### config.mk
export PLATFORM = sky130hd
export DESIGN_NAME = prio_enc_148
export DESIGN_NICKNAME = d
export VERILOG_FILES = /design/src/rtl/prio_enc_pkg.sv /design/src/rtl/req_debounce.sv /design/src/rtl/prio_enc_148.sv
export SDC_FILE = /design/constraint.sdc
export NUM_CORES = 1
export LEC_CHECK = 0
export CORE_MARGIN = 8
export CORE_UTILIZATION = 40
export CTS_BUF_LIST = sky130_fd_sc_hd__clkbuf_8
export DETAILED_ROUTE_END_ITERATION = 12
export GPL_TIMING_DRIVEN = 0
export HOLD_SLACK_MARGIN = 0.1
export PLACE_DENSITY = 0.8
export SYNTH_ARGS = -nofsm -noshare
export SYNTH_HDL_FRONTEND = slang
export SYNTH_SLANG_ARGS = --single-unit
### constraint.sdc
create_clock -name clk -period 2.3 [get_ports clk]
set_clock_uncertainty 0.1 [all_clocks]
set_input_delay 0.23 -clock clk [delete_from_list [all_inputs] [get_ports clk]]
set_output_delay 0.23 -clock clk [all_outputs]
set_load 0.01 [all_outputs]
### src/rtl/prio_enc_pkg.sv
// prio_enc_pkg: shared types, constants and helpers for the 8-to-3 priority encoder.
package prio_enc_pkg;
    typedef enum logic [1:0] {IDLE, HOLD, RELEASE} state_t;
    typedef logic [2:0] idx_t;
    localparam idx_t CODE_IDLE_N = 3'b111;
    // Highest set bit wins; bit 7 has top priority.
    function automatic idx_t prio_idx(input logic [7:0] act);
        idx_t r = '0;
        for (int i = 0; i < 8; i++)
            if (act[i]) r = idx_t'(i);
        return r;
    endfunction
    // Lines strictly above idx in priority.
    function automatic logic [7:0] above_mask(input idx_t idx);
        return 8'hFE << idx;
    endfunction
endpackage

### src/rtl/req_debounce.sv
// req_debounce: single-line filter; output follows input after DEBOUNCE_CYCLES identical samples.
module req_debounce #(
    parameter int DEBOUNCE_CYCLES = 4
) (
    input  logic clk,
    input  logic rst,
    input  logic i_din,
    output logic o_dout
);
    logic       r_dout;
    logic [3:0] r_cnt;
    always_ff @(posedge clk) begin
        if (rst) begin
            r_dout <= 1'b1;
            r_cnt  <= '0;
        end else if (i_din == r_dout) begin
            r_cnt  <= '0;
        end else if (r_cnt == 4'(DEBOUNCE_CYCLES - 1)) begin
            r_dout <= i_din;
            r_cnt  <= '0;
        end else begin
            r_cnt  <= r_cnt + 4'd1;
        end
    end
    assign o_dout = r_dout;
endmodule

### src/rtl/prio_enc_148.sv
// prio_enc_148: registered 74LS148-style priority encoder with capture/ack handshake.
// Optional per-line debounce filtering is built when PRIO_ENC_DEBOUNCE_EN is defined.
module prio_enc_148
    import prio_enc_pkg::*;
#(
    parameter int DEBOUNCE_CYCLES = 4
) (
    input  logic       clk,
    input  logic       rst,
    input  logic       ei_n,
    input  logic [7:0] req_n,
    input  logic       ack,
    output logic [2:0] code_n,
    output logic       valid,
    output logic       gs_n,
    output logic       eo_n
);
    logic [7:0] r_req_q;
    logic       r_ei_q;
    logic [7:0] w_req_f;
    logic [7:0] w_act;
    logic       w_any;
    state_t     r_state;
    state_t     w_next;
    idx_t       r_held_idx;

    always_ff @(posedge clk) begin
        if (rst) begin
            r_req_q <= 8'hFF;
            r_ei_q  <= 1'b1;
        end else begin
            r_req_q <= req_n;
            r_ei_q  <= ei_n;
        end
    end

`ifdef PRIO_ENC_DEBOUNCE_EN
    for (genvar g = 0; g < 8; g++) begin : g_deb
        req_debounce #(.DEBOUNCE_CYCLES(DEBOUNCE_CYCLES)) u_deb (
            .clk   (clk),
            .rst   (rst),
            .i_din (r_req_q[g]),
            .o_dout(w_req_f[g])
        );
    end
`else
    logic w_unused_cfg;
    assign w_unused_cfg = ^DEBOUNCE_CYCLES;
    assign w_req_f = r_req_q;
`endif

    assign w_act = ~w_req_f;
    assign w_any = |w_act;
    assign gs_n  = r_ei_q | ~w_any;
    assign eo_n  = r_ei_q | w_any;

    always_ff @(posedge clk) begin
        if (rst) begin
            r_state    <= IDLE;
            r_held_idx <= '0;
        end else begin
            r_state <= w_next;
            if (r_state == IDLE && w_next == HOLD) r_held_idx <= prio_idx(w_act);
        end
    end

    // RELEASE waits until the held line drops or something more urgent appears.
    always_comb begin
        w_next = r_state;
        case (r_state)
            IDLE:    w_next = (!r_ei_q && w_any) ? HOLD : IDLE;
            HOLD:    w_next = ack ? RELEASE : HOLD;
            RELEASE: w_next = (!w_act[r_held_idx] || |(w_act & above_mask(r_held_idx))) ? IDLE : RELEASE;
            default: w_next = IDLE;
        endcase
    end

    always_comb begin
        valid  = r_state == HOLD;
        code_n = valid ? ~r_held_idx : CODE_IDLE_N;
    end
endmodule

---- Word level (Yosys, flattened, before mapping) ----
Index checks and enable logic that the tools add are counted.
word-level totals
  logic and storage cells ................. 37
  register bits after elaboration ......... 14
operators by class
  order comparisons ....................... 1
  bitwise operators ....................... 6
  reduce and logical (&&, ||, !) cells .... 8
  multiplexer cells ....................... 14
  equal/unequal tests ..................... 3
  shifts and indexed selects .............. 1
operators by type and width
  cell                   count
  $mux W3                7
  $reduce_or A8 Y1       2
  $and A8 B8 Y8          1
  $not A8 Y8             1
  $shl A8 B3 Y8 const A  1
  $pmux W2 S3            1
  $eq A2 B1 Y1 const B   2
  $lt A3 B4 Y1 const B   1
  $mux W2                2
  $bmux W1 S3            1
  $mux W1                3
  $not A3 Y3             1
  $eq A2 B2 Y1 const B   1
  $logic_and A1 B1 Y1    2
  $logic_not A1 Y1       2
  $logic_not A2 Y1       1
  $or A1 B1 Y1           2
  $logic_or A1 B1 Y1     1
  $not A1 Y1             1

---- Longest topological paths before layout ----
Gate-level depths: netlist of the first run.
  depth in word-level cells ............... 9
  gate-level depth with buffers ........... 5
  mapped depth without buffers ............ 4

---- Least setup slack after synthesis of the first run ----
No wires, ideal clock.
  path type ............................... reg-to-reg
  start ................................... register r_held_idx[1]
  end ..................................... register r_state[1]
  arrival ................................. 1322 ps
  clock period less this slack ............ 1518 ps
  library setup time ...................... 96 ps
  setup slack ............................. 782 ps
  stages on the path, launching flop included .. 6
  path buffers ............................ 1
  cell sequence ........................... dfxtp_1 -> buf_6 -> mux2_4 -> a211oi_2 -> a21oi_1 -> o41ai_2
on the way
  longest elaborated chain between the ends .. 6
RTL lines
  what                                                  line                                    RTL
  from (decl)                                           prio_enc_148.sv:25                      idx_t r_held_idx;
  from (signal assigned)                                prio_enc_148.sv:63                      if (r_state == IDLE && w_next == HOLD) r_held_idx <= prio_idx(w_act);
  $shl A8 B3 Y8 or $bmux W1 S3 (tied branches)          prio_enc_pkg.sv:15, prio_enc_148.sv:73
  $and A8 B8 Y8 or $mux W1 (tied branches)              prio_enc_148.sv:73                      RELEASE: w_next = (!w_act[r_held_idx] || |(w_act & above_mask(r_held_idx))) ? IDLE : RELEASE;
  $reduce_or A8 Y1 or $logic_not A1 Y1 (tied branches)  prio_enc_148.sv:73
  $logic_or A1 B1 Y1 *                                  prio_enc_148.sv:73
  $mux W2 *                                             prio_enc_148.sv:73
  $pmux W2 S3 *                                         prio_enc_148.sv:70                      case (r_state)
  to (signal assigned)                                  prio_enc_148.sv:62                      r_state <= w_next;
  to (decl)                                             prio_enc_148.sv:23                      state_t r_state;
Mark *: on every way between the ends. The rest lies on a longest branch, timed or not. The select of a mux whose other input is x is not followed.
A chain may end at the register's enable or synchronous reset.

---- Worst setup path in the final report of the first run ----
  start ................................... register r_req_q[5]
  end ..................................... output port eo_n
on the way
  longest elaborated chain between the ends .. 3
RTL lines
  what                    line                RTL
  from (decl)             prio_enc_148.sv:18  logic [7:0] r_req_q;
  from (signal assigned)  prio_enc_148.sv:32  r_req_q <= req_n;
  $not A8 Y8              prio_enc_148.sv:52  assign w_act = ~w_req_f;
  $reduce_or A8 Y1        prio_enc_148.sv:53  assign w_any = |w_act;
  $or A1 B1 Y1            prio_enc_148.sv:55  assign eo_n = r_ei_q | w_any;
  to (decl)               prio_enc_148.sv:16  output logic eo_n
No other way between the ends.

==> metrics.txt, run 1 <==
status=finished clean; share of cells above drive strength 1=21.3%; grt ovf=0; total of max-cap violations=0; antenna-violating nets left=0; drt total wl=1380 µm; H-tree depth=1; Total Nets Final=107; CP Launch Type=register; Reg power frac=46.4%; Pre-antenna DRT Iters=3; first-pass GRT wire length=2490 µm; R2R Setup Slk=0.70 ns; PD cells=659 nW/µm²; final hold vios=0; Syn Inst Count=73; Syn-to-layout area delta=37.8%; Synth Register Bits=14; Seq/Total Area, Yosys=43.2%; worst-case clock buffer depth=2; largest family of logic cells by synthesized area=simple AND/OR/NAND/NOR gates; Starting Density=43.0%; relative slew slack=70.9%; HPWL Detailed=1070 µm; Int Pwr=0.000458 W; CTS Buf Count=3; Post-CTS Setup Bufs=0; RD Place Congestion=0.778; Switching Power=0.000131 W; Pwr Total=0.000589 W; initial antenna violation count=0; YS warnings=0; Crit. End Element=output port; input/output buffers=17; commonest cells after routing, fill and taps aside=17 x clkdlybuf4s50_1, 14 x dfxtp_1, 9 x or2_2; Clk pin slew, worst setup/hold paths=0.06 ns; crit share post-route=89.1%; Critical Path AT=1.72 ns; Die ar.=3160 µm²; Data required, critical path=1.97 ns; Synth area leader=dfxtp_1; worst vdd ir=0.000410 V; leading cell type in the layout, fill and taps excluded=clkdlybuf4s50_1; max-slew violations=0; Placed Area=838 µm²; final setup violation count=0; DR WL/cell=12.6 µm; vias in the first global route=636; IO Pins=18; remaining routing DRC violations=0; Worst-Skew Late Latency=0.24 ns; antenna diode count=0; multiplexer fraction of the synthesized cell area=2.32%; minimum clock period=2.05 ns; Comb power frac=13.9%; die height=56.3 µm; main area contributors after synthesis=dfxtp_1 43%, or2_2 8.7%, a21oi_1 5.4%; Site Rows=14; CTS tree=yes; vias=591; Clock Power Share=39.7%; min setup slack post-route=0.250 ns; XOR/XNOR Fraction of Synth Area=0%; initial detailed-routing violation count=13; largest net degree at the start of global routing=11; vias per cell=5.37; Slew @ Worst Pin=0.435 ns; mean area per synthesized cell=8.88 µm²; Setup CP Type=reg2out; Placeable Area=1510 µm²; clk sinks=14; Die Wd=56.3 µm; sw frac=22.2%; compound-gate portion of the synthesized area=21.6%; Netlist Area Pre-Place=648 µm²; crit path max fanout=6; simple-gate share of the synthesized area=28.2%; total negative setup slack=0 ns; RSZ-0062 raised after global routing=no; post-synthesis cell type count=25; gr usage total=9.51%; final instance area=893 µm²; filler cell count=123; root buffer cell=clkbuf_8; Syn Nets=85; Synth Area in Adders=0%; worst min-delay path class=reg2reg; DP Worst Slack=0.511 ns; top cell type's share of synthesized area=43.2%; post_cts resized=0; static leakage=0.356 nW; cts-stage hold buffer count=0; Fmax=0.488 GHz
kinds of logic after synthesis:
logic type	Yosys count
buf+inv	6
compound gates	19
simple gates	33
flops	14
mux	1
cells in the mapped netlist:
library cell and n:
a211oi_2 1, nand3_1 5, a21o_2 1, or2_2 9, o41ai_2 1, inv_1 4, buf_6 1, nor2b_1 2
a311oi_1 1, nand3b_1 1, nand2_1 7, a311o_1 1, a21boi_0 1, nand2b_1 2, mux2_4 1, nor2_1 3
a21oi_1 7, clkbuf_1 1, a31o_2 1, nand4_1 2, o211ai_1 3, and4bb_2 1, dfxtp_1 14, o21ai_0 2
or3_1 1
power groups by stage:
stage	combinational [W]	sequential, W	clock (W)
global placement	0.0000801	0.000277	0
finish	0.0000819	0.000273	0.000234
floorplan	0.0000499	0.000273	0
detailed placement	0.0000827	0.000278	0
global route	0.0000914	0.000276	0.000252
CTS	0.0000830	0.000273	0.000237
worst max-delay path, stage by stage (launching register included):
cell	delay [ns]
dfxtp_1	0.43
nand4_1	0.19
or3_1	0.37
clkdlybuf4s50_1	0.48
through the flow:
stage / util (%) / std cells / hold slack, ns
global placement: 55.6 / 106 / 0.411
detailed placement: 55.6 / 106 / 0.431
floorplan: - / 73 / 0.234
global route: 59.3 / 110 / 0.449
CTS: 59.3 / 110 / 0.439
finish: 59.3 / 110 / 0.435
worst paths after layout:
| path | start | to | cells past startpoint |
|---|---|---|---|
| max | r_req_q[5] | eo_n | 3 |
| min | r_ei_q | r_held_idx[2] | 3 |
| max reg2reg | r_req_q[5] | r_held_idx[0] | 4 |
| min reg2reg | r_ei_q | r_held_idx[2] | 3 |
registers in the layout, indices dropped and copies added (netlist names):
register / count
r_ei_q: 1
r_held_idx: 3
r_req_q: 8
r_state: 2
layer usage:
layer	up-vias	part of all wire, %	GRT usage [%]
met4	0	2.6	7.56
met3	5	2.9	2.02
li1	299	-	-
met5	-	0	0
met2	14	51	15.8
met1	273	44	10.1
final cells by class:
type	instances	area (µm²)	share of cell area, %
Sequential cell	14	280	31.4
Timing Repair Buffer	17	170	19.0
Clock buffer	4	55.1	6.16
Tap cell	16	20.0	2.24
Inverter	4	15.0	1.68
Buffer	2	15.0	1.68
Multi-Input combinational cell	53	338	37.8
Note: power is estimated with default switching activity, not from simulation.
==> inputs of run 2 (changes only) <==
SLEW_MARGIN = 15   (was not set)
==> results of run 2 <==
The final DEF is identical to that of run 1; final timing and power are the same.
==> inputs of run 3 (changes only) <==
CAP_MARGIN = 40   (was not set)
==> results of run 3 <==
The final DEF is identical to that of run 1; final timing and power are the same.
